--- src/rtl/relay_sequencer.sv ---
// relay_sequencer: walks relay outputs toward a target pattern one bit per dwell, with fault override
module relay_sequencer #(
    parameter int N_RELAY      = 8,
    parameter int DWELL_CYCLES = 2000000,
    parameter int CNT_W        = 24
) (
    input  logic               CLK,
    input  logic               RESETn,
    input  logic [N_RELAY-1:0] target,
    input  logic               target_wr,
    input  logic               fault,
    input  logic               fault_clr,
    output logic [N_RELAY-1:0] relay_out,
    output logic               busy,
    output logic               done,
    output logic               in_fault,
    output logic               rejected
);
    typedef enum logic [1:0] {IDLE, SWITCH, DWELL, FAULT} state_t;
    state_t state, state_nx;
    logic [N_RELAY-1:0] tgt_q, tgt_nx, relay_nx, opens, closes, pick;
    logic [CNT_W-1:0] cnt, cnt_nx;
    logic busy_nx, done_nx, in_fault_nx, rejected_nx;
    // next state, next relay pattern and registered-output values; openings win over closings, lowest index first
    always_comb begin
        opens       = relay_out & ~tgt_q;
        closes      = ~relay_out & tgt_q;
        pick        = (opens != '0) ? (opens & -opens) : (closes & -closes);
        state_nx    = state;
        tgt_nx      = tgt_q;
        relay_nx    = relay_out;
        cnt_nx      = cnt;
        if (fault && state != FAULT) begin
            state_nx = FAULT;
            tgt_nx   = '0;
            relay_nx = '0;
            cnt_nx   = '0;
        end else begin
            case (state)
                IDLE: begin
                    if (target_wr) begin
                        tgt_nx   = target;
                        state_nx = SWITCH;
                    end
                end
                SWITCH: begin
                    tgt_nx = target_wr ? target : tgt_q;
                    if (pick == '0) begin
                        state_nx = IDLE;
                    end else begin
                        relay_nx = relay_out ^ pick;
                        cnt_nx   = CNT_W'(DWELL_CYCLES - 1);
                        state_nx = DWELL;
                    end
                end
                DWELL: begin
                    tgt_nx   = target_wr ? target : tgt_q;
                    state_nx = (cnt == '0) ? SWITCH : DWELL;
                    cnt_nx   = (cnt == '0) ? cnt : cnt - CNT_W'(1);
                end
                default: begin
                    tgt_nx   = '0;
                    relay_nx = '0;
                    state_nx = (fault_clr && !fault) ? IDLE : FAULT;
                end
            endcase
        end
        busy_nx     = (state == SWITCH || state == DWELL) && (state_nx == SWITCH || state_nx == DWELL);
        done_nx     = (state == SWITCH) && (state_nx == IDLE);
        in_fault_nx = (state_nx == FAULT);
        rejected_nx = (state == FAULT) && target_wr;
    end
    // state and output registers; reset opens every relay without waiting for a clock
    always_ff @(posedge CLK or negedge RESETn) begin
        if (!RESETn) begin
            state     <= IDLE;
            tgt_q     <= '0;
            relay_out <= '0;
            cnt       <= '0;
            busy      <= 1'b0;
            done      <= 1'b0;
            in_fault  <= 1'b0;
            rejected  <= 1'b0;
        end else begin
            state     <= state_nx;
            tgt_q     <= tgt_nx;
            relay_out <= relay_nx;
            cnt       <= cnt_nx;
            busy      <= busy_nx;
            done      <= done_nx;
            in_fault  <= in_fault_nx;
            rejected  <= rejected_nx;
        end
    end
endmodule

--- config.mk ---
export PLATFORM = sky130hd
export DESIGN_NAME = relay_sequencer
export DESIGN_NICKNAME = d
export VERILOG_FILES = /design/src/rtl/relay_sequencer.sv
export SDC_FILE = /design/constraint.sdc
export NUM_CORES = 1
export LEC_CHECK = 0
export BUFFER_PORTS_ARGS = -buffer_cell sky130_fd_sc_hd__clkbuf_2
export CAP_MARGIN = 30
export CORE_MARGIN = 2
export CORE_UTILIZATION = 45
export DETAILED_ROUTE_END_ITERATION = 10
export SLEW_MARGIN = 20
export SYNTH_ARGS = -nofsm -noshare
export SYNTH_HDL_FRONTEND = slang
export SYNTH_SLANG_ARGS = --single-unit
--- constraint.sdc ---
create_clock -name CLK -period 3.5 [get_ports CLK]
set_input_delay 0.35 -clock CLK [delete_from_list [all_inputs] [get_ports CLK]]
set_output_delay 0.35 -clock CLK [all_outputs]
set_load 0.02 [all_outputs]
==> results.toml, run 1 <==
[status]
outcome = "finished, final reports clean"

[job]
maxCapViolCount = 0

[clock_network]
cts.clk_slew.worst_paths_ps = 90
numCtsBuffers = 5
holdBufCountCts = 0
cts.repair.resized = 0
postCtsSetupBuffers = 0
cts_tree = "yes"
cts_num_sinks = 46
clk_path_buf_depth = 2
root_buffer = "clkbuf_8"
insertion_delay_ps = 300
cts_htree_levels = 2

[placement]
gp_congestion = 0.852
io_buffers = 24
hpwlAfterDp_um = 5360
dp.cells = 413
place_area_um2 = 3100

[setup_path]
cp_num_buf_inv = 0
worst-path-stages = 6
critical-path-max-stage-delay_ps = 770
startpoint_type = "flip-flop"
critPathKind = "reg2reg"
cp_cell_sequence = "nor2b_1, a2111oi_4, mux2i_1, o211ai_2, nand2_1, o41ai_2"
setup.worst_path.end_class = "flip-flop"
crit_fanout = 18
crit_slowest_cell = "o211ai_2"
crit_family = "compound AO/OA/AOI/OAI gates"
critPathRequiredTime_ps = 3710
r2r_cells = 6
worstPathArrival_ps = 3000

[pwr]
p_sw_share_pct = 47.6
powerDensity_nw_per_um2 = 777
p_int_uw = 1300
p_sw_uw = 1180
irDropWorstVdd_mv = 0.357
leakagePower_uw = 0.00137
clkPwrFrac_pct = 13.8
power_frac_comb_pct = 53.3
seq_power_share_pct = 32.8

[layout]
final_cells = 421
diodes = 0
area_growth_pct = 9.76
layout.nets = 363
utilization_pct = 50.6
fin_area_um2 = 3190
layout-drive-gt1-share_pct = 15.4
n_fill_cell = 605

[logic_synthesis]
ys_ff_latch = 46
mappedNetlistArea_um2 = 2910
synth-seq-area-share_pct = 39.6
synth-async-reset-ratio_pct = 100
post-synth-top-area-fraction_pct = 39.6
synth_area_leaders = "dfrtp_1 40%, nor2_1 4.3%, a31oi_1 3.4%"
synth_top_area_cell = "dfrtp_1"
synth_warnings = 0
synth_cell_types = 62
synth.net_count = 341
avgSynthCellArea_um2 = 9.07
syn_inst = 321
ys.flop_type = "dfrtp_1"
synth_edf_count = 0

[drt]
antenna_left = 0
drt-initial-drc-count = 116
first_pass_iters = 4
drt-vias-per-instance = 6.18
num_vias = 2601
wire_per_inst_um = 17.8
wl_um = 7480
drc = 0

[die]
die_x_um = 84.4
start_util_pct = 46.1
num_rows = 29
dieArea_um2 = 7130
ios = 25
core_area_um2 = 6310
dieHeight_um = 84.4

[timing]
slew_violations = 0
hold_slack_ps = 19.8
slew_headroom_pct = 43.3
tns_ps = 0
grt_setup_unrepaired = "false"
fin_skew_ps = 9.97
tightest_slew_ps = 849
fmax_mhz = 358
setup_violations = 0
period_needed_ps = 2790
min_period_over_period_pct = 79.8
hold_viol = 0

[hold_path]
hold_class = "in2async"

[global_route]
overflow = 0
grt_antenna_before_repair = 0
track_usage_pct = 22.0
grt_pass1_vias = 2593
grt_pass1_wl_um = 12700
grt_start_max_net_pins = 27
[layout make-up]
class                      instances  area [um2]  area share (%)
multi-input combinational        249        1650            51.6
clock buffer                       7        86.3            2.70
tap                               77        96.3            3.02
sequential                        46        1150            36.0
inverter                          11        41.3            1.29
timing repair buffer              30         165            5.17
clock inverter                     1        5.00           0.157
[cells in the mapped netlist, types with 9 or more instances]
| cell | number |
|---|---|
| o21ai_0 | 12 |
| a21oi_1 | 16 |
| nand3_1 | 9 |
| nor3_1 | 13 |
| a31oi_1 | 16 |
| dfrtp_1 | 46 |
| nand2_1 | 23 |
| mux2i_1 | 9 |
| clkbuf_1 | 12 |
| inv_1 | 10 |
| nor2b_1 | 10 |
| nor2_1 | 33 |
[worst reg2reg max path, cell delays in order, from the launching register on]
cell and delay [ps]:
dfrtp_1 410, nor2b_1 190, a2111oi_4 460, mux2i_1 300, o211ai_2 770, nand2_1 230, o41ai_2 340
[layer usage]
| metal | GRT usage, % | wire length [um] | up-vias |
|---|---|---|---|
| li1 | - | - | 1254 |
| met1 | 29.2 | 3540 | 1280 |
| met2 | 37.2 | 3620 | 59 |
| met3 | 3.15 | 236 | 8 |
| met4 | 6.93 | 92 | 0 |
| met5 | 0 | 0 | - |
[cell usage in the layout (no fill, tap or decap), types with 2 or more instances in the layout]
cell type / instances
o221a_1: 2
or3_1: 5
o22ai_1: 2
nand3_1: 9
buf_4: 6
dfrtp_1: 46
nand4_1: 4
ha_1: 7
inv_1: 10
a311oi_1: 8
mux2i_1: 9
a21oi_1: 16
nand2b_1: 7
nor4_1: 2
xor2_1: 2
o21ai_1: 2
o21ai_0: 12
o31ai_1: 8
and2_1: 4
a211o_1: 2
a211oi_1: 5
or2_2: 3
clkbuf_8: 6
nor3_1: 13
a31oi_1: 16
o21a_1: 3
nor2_1: 33
nor2b_1: 10
and3_1: 5
o31a_1: 5
o211a_1: 2
clkbuf_2: 24
nand2_1: 23
o41ai_1: 2
o211ai_1: 2
o2111ai_1: 2
[power groups by stage]
stage	Clock [uW]	Sequential, uW	Combinational [uW]
after global placement	0	819	1300
after CTS	354	811	1320
after floorplan	0	814	966
after global routing	376	839	1470
after detailed placement	0	820	1310
final	343	815	1320
[logic make-up (layout without fill, tap and decap cells)]
| family | Yosys count | after routing | synth area share, % |
|---|---|---|---|
| AOI/OAI and AO/OA | 101 | 101 | 26.0 |
| muxes | 9 | 9 | 3.10 |
| adders and majority gates | 8 | 8 | 3.35 |
| DFF | 46 | 46 | 39.6 |
| and+or+nand+nor | 129 | 129 | 23.6 |
| xor gates and xnor gates | 2 | 2 | 0.602 |
| buffers and inverters | 26 | 49 | 3.78 |
[registers in the layout (all words and copies together), names as in the netlist]
signal,cells
in_fault,1
tgt_q,8
rejected,1
busy,1
state,2
cnt,24
relay_out,8
done,1
[worst paths after layout]
check,startpoint,endpoint,slack [ps]
max,tgt_q[3],cnt[22],710
min in group CLK,target[5],tgt_q[5],290
min reg2reg,relay_out[4],relay_out[4],520
max reg2reg,tgt_q[3],cnt[22],710
min,RESETn,tgt_q[6],20
max in group asynchronous,RESETn,cnt[18],2720
[per-stage QoR]
stage | setup WS, ps | total power, uW
final | 709 | 2480
after detailed placement | 715 | 2130
after global placement | 755 | 2120
after CTS | 713 | 2480
after global routing | 432 | 2690
after floorplan | 1040 | 1780
Note: power is estimated with default switching activity, not from simulation.
==> run 2, diff against run 1 <==
==> constraint.sdc (replaced) <==
create_clock -name CLK -period 2.7 [get_ports CLK]
set_input_delay 0.27 -clock CLK [delete_from_list [all_inputs] [get_ports CLK]]
set_output_delay 0.27 -clock CLK [all_outputs]
set_load 0.02 [all_outputs]
==> results.toml, run 2 (synthesis gave the netlist of run 1 again) <==
[setup_path]
critPathRequiredTime_ps = 2900
crit_fanout = 7
r2r-start = "relay_out[4]"
r2r_end = "busy"
crit_slowest_cell = "nor4_4"
worstPathArrival_ps = 2710
critical-path-max-stage-delay_ps = 520
startpoint_type = "flip-flop"
ff2ff_setup_slack_ps = 190
critPathKind = "reg2reg"
r2r_cells = 8
cp_cell_sequence = "nor2b_1, a2111o_1, nor4_4, o21ai_1, nand2_1, a31oi_1, ha_1, and2_1"
setup.worst_path.end_class = "flip-flop"

[hold_path]
hold_class = "in2async"

[clock_network]
postCtsSetupBuffers = 0
cts_tree = "yes"
holdBufCountCts = 0
insertion_delay_ps = 300
cts.clk_slew.worst_paths_ps = 90
root_buffer = "clkbuf_8"
cts.repair.resized = 0
cts_num_sinks = 46
numCtsBuffers = 5
cts_htree_levels = 2
clk_path_buf_depth = 2

[pwr]
p_sw_share_pct = 46.1
leakagePower_uw = 0.00143
p_int_uw = 1790
clkPwrFrac_pct = 13.3
irDropWorstVdd_mv = 0.488
powerDensity_nw_per_um2 = 1010
seq_power_share_pct = 31.7
power_frac_comb_pct = 54.9
p_sw_uw = 1530
total_power_uw = 3320

[global_route]
overflow = 0
grt_pass1_wl_um = 12300
grt_start_max_net_pins = 47
grt_pass1_vias = 2506
track_usage_pct = 21.5
grt_antenna_before_repair = 0

[timing]
period_needed_ps = 2510
tightest_slew_ps = 607
grt_setup_unrepaired = "false"
hold_viol = 0
setup_ws_ps = 192
hold_slack_ps = 61.4
slew_violations = 0
slew_headroom_pct = 59.5
fmax_mhz = 399
setup_violations = 0
min_period_over_period_pct = 92.9
tns_ps = 0
fin_skew_ps = 10.1

[die]
dieArea_um2 = 7130
num_rows = 29
dieHeight_um = 84.4
ios = 25
core_area_um2 = 6310
die_x_um = 84.4
start_util_pct = 46.1

[placement]
gp_congestion = 0.852
preCtsSetupSlack_ps = 206
hpwlAfterDp_um = 5270
io_buffers = 24

[layout]
top_register = "cnt"
largest_reg_flops = 24
final_cell_mix = "46 x dfrtp_1, 33 x nor2_1, 24 x clkbuf_2, 23 x nand2_1, 19 x buf_4"
utilization_pct = 52.1
diodes = 0
area_growth_pct = 13.1
reg.largest.list = "cnt: 24 flops, relay_out: 8 flops, tgt_q: 8 flops"
n_fill_cell = 624
layout.nets = 376
final_common_cell = "dfrtp_1"
layout-drive-gt1-share_pct = 18.5

[status]
outcome = "finished, final reports clean"

[drt]
first_pass_iters = 4
wl_um = 7310
wire_per_inst_um = 16.9
num_vias = 2582
drc = 0
drt-initial-drc-count = 178
drt-vias-per-instance = 5.95
antenna_left = 0

[job]
maxCapViolCount = 0
==> run 2: cell types whose count changed in the layout (fill, tap and decap cells not counted), sizes merged <==
cell / change
buf: +13
==> run 2: power groups by stage <==
stage          clock network, uW  registers, uW  logic [uW]
2_1_floorplan                  0           1050        1250
3_3_place_gp                   0           1060        1820
3_5_place_dp                   0           1070        1820
4_1_cts                      459           1050        1830
5_1_grt                      484           1090        2040
6_report                     443           1060        1830
==> run 2: cell type report <==
class	count	area [um2]	area share [%]
multi-input combinational	249	1650	50.1
clock inverter	1	5.00	0.152
inverter	11	41.3	1.25
timing repair buffer	43	263	7.98
clock buffer	7	86.3	2.62
tap	77	96.3	2.93
sequential	46	1150	35.0
==> run 2: how the worst max path moves through the flow <==
stage | start | endpoint | slack, ps | cells after the start
floorplan | cnt[15] | busy | 240 | 8
global placement | relay_out[4] | relay_out[5] | 210 | 7
detailed placement | relay_out[4] | busy | 210 | 8
CTS | relay_out[4] | cnt[15] | 180 | 6
global route | relay_out[4] | busy | 10 | 8
finish | relay_out[4] | busy | 190 | 8
==> run 2: per-layer routing <==
layer | wire [um] | share of wire (%) | vias up | global-route usage [%]
met2 | 3470 | 48 | 65 | 34.6
met1 | 3430 | 47 | 1230 | 29.8
met4 | 106 | 1.4 | 0 | 6.78
li1 | - | - | 1280 | -
met5 | 0 | 0 | - | 0
met3 | 300 | 4.1 | 7 | 3.54
==> run 2: critical path: cells and delay by family (launching register included) <==
family / cells / cell delay, ps
AO/OA/AOI/OAI: 3 / 780
adder cells (fa/ha/maj): 1 / 280
flip-flops: 1 / 410
AND/OR/NAND/NOR: 4 / 940
==> run 2: metrics by stage <==
stage,instances,cell area (um2)
floorplan,321,2910
global placement,426,3200
detailed placement,426,3200
CTS,434,3290
global route,434,3290
finish,434,3290
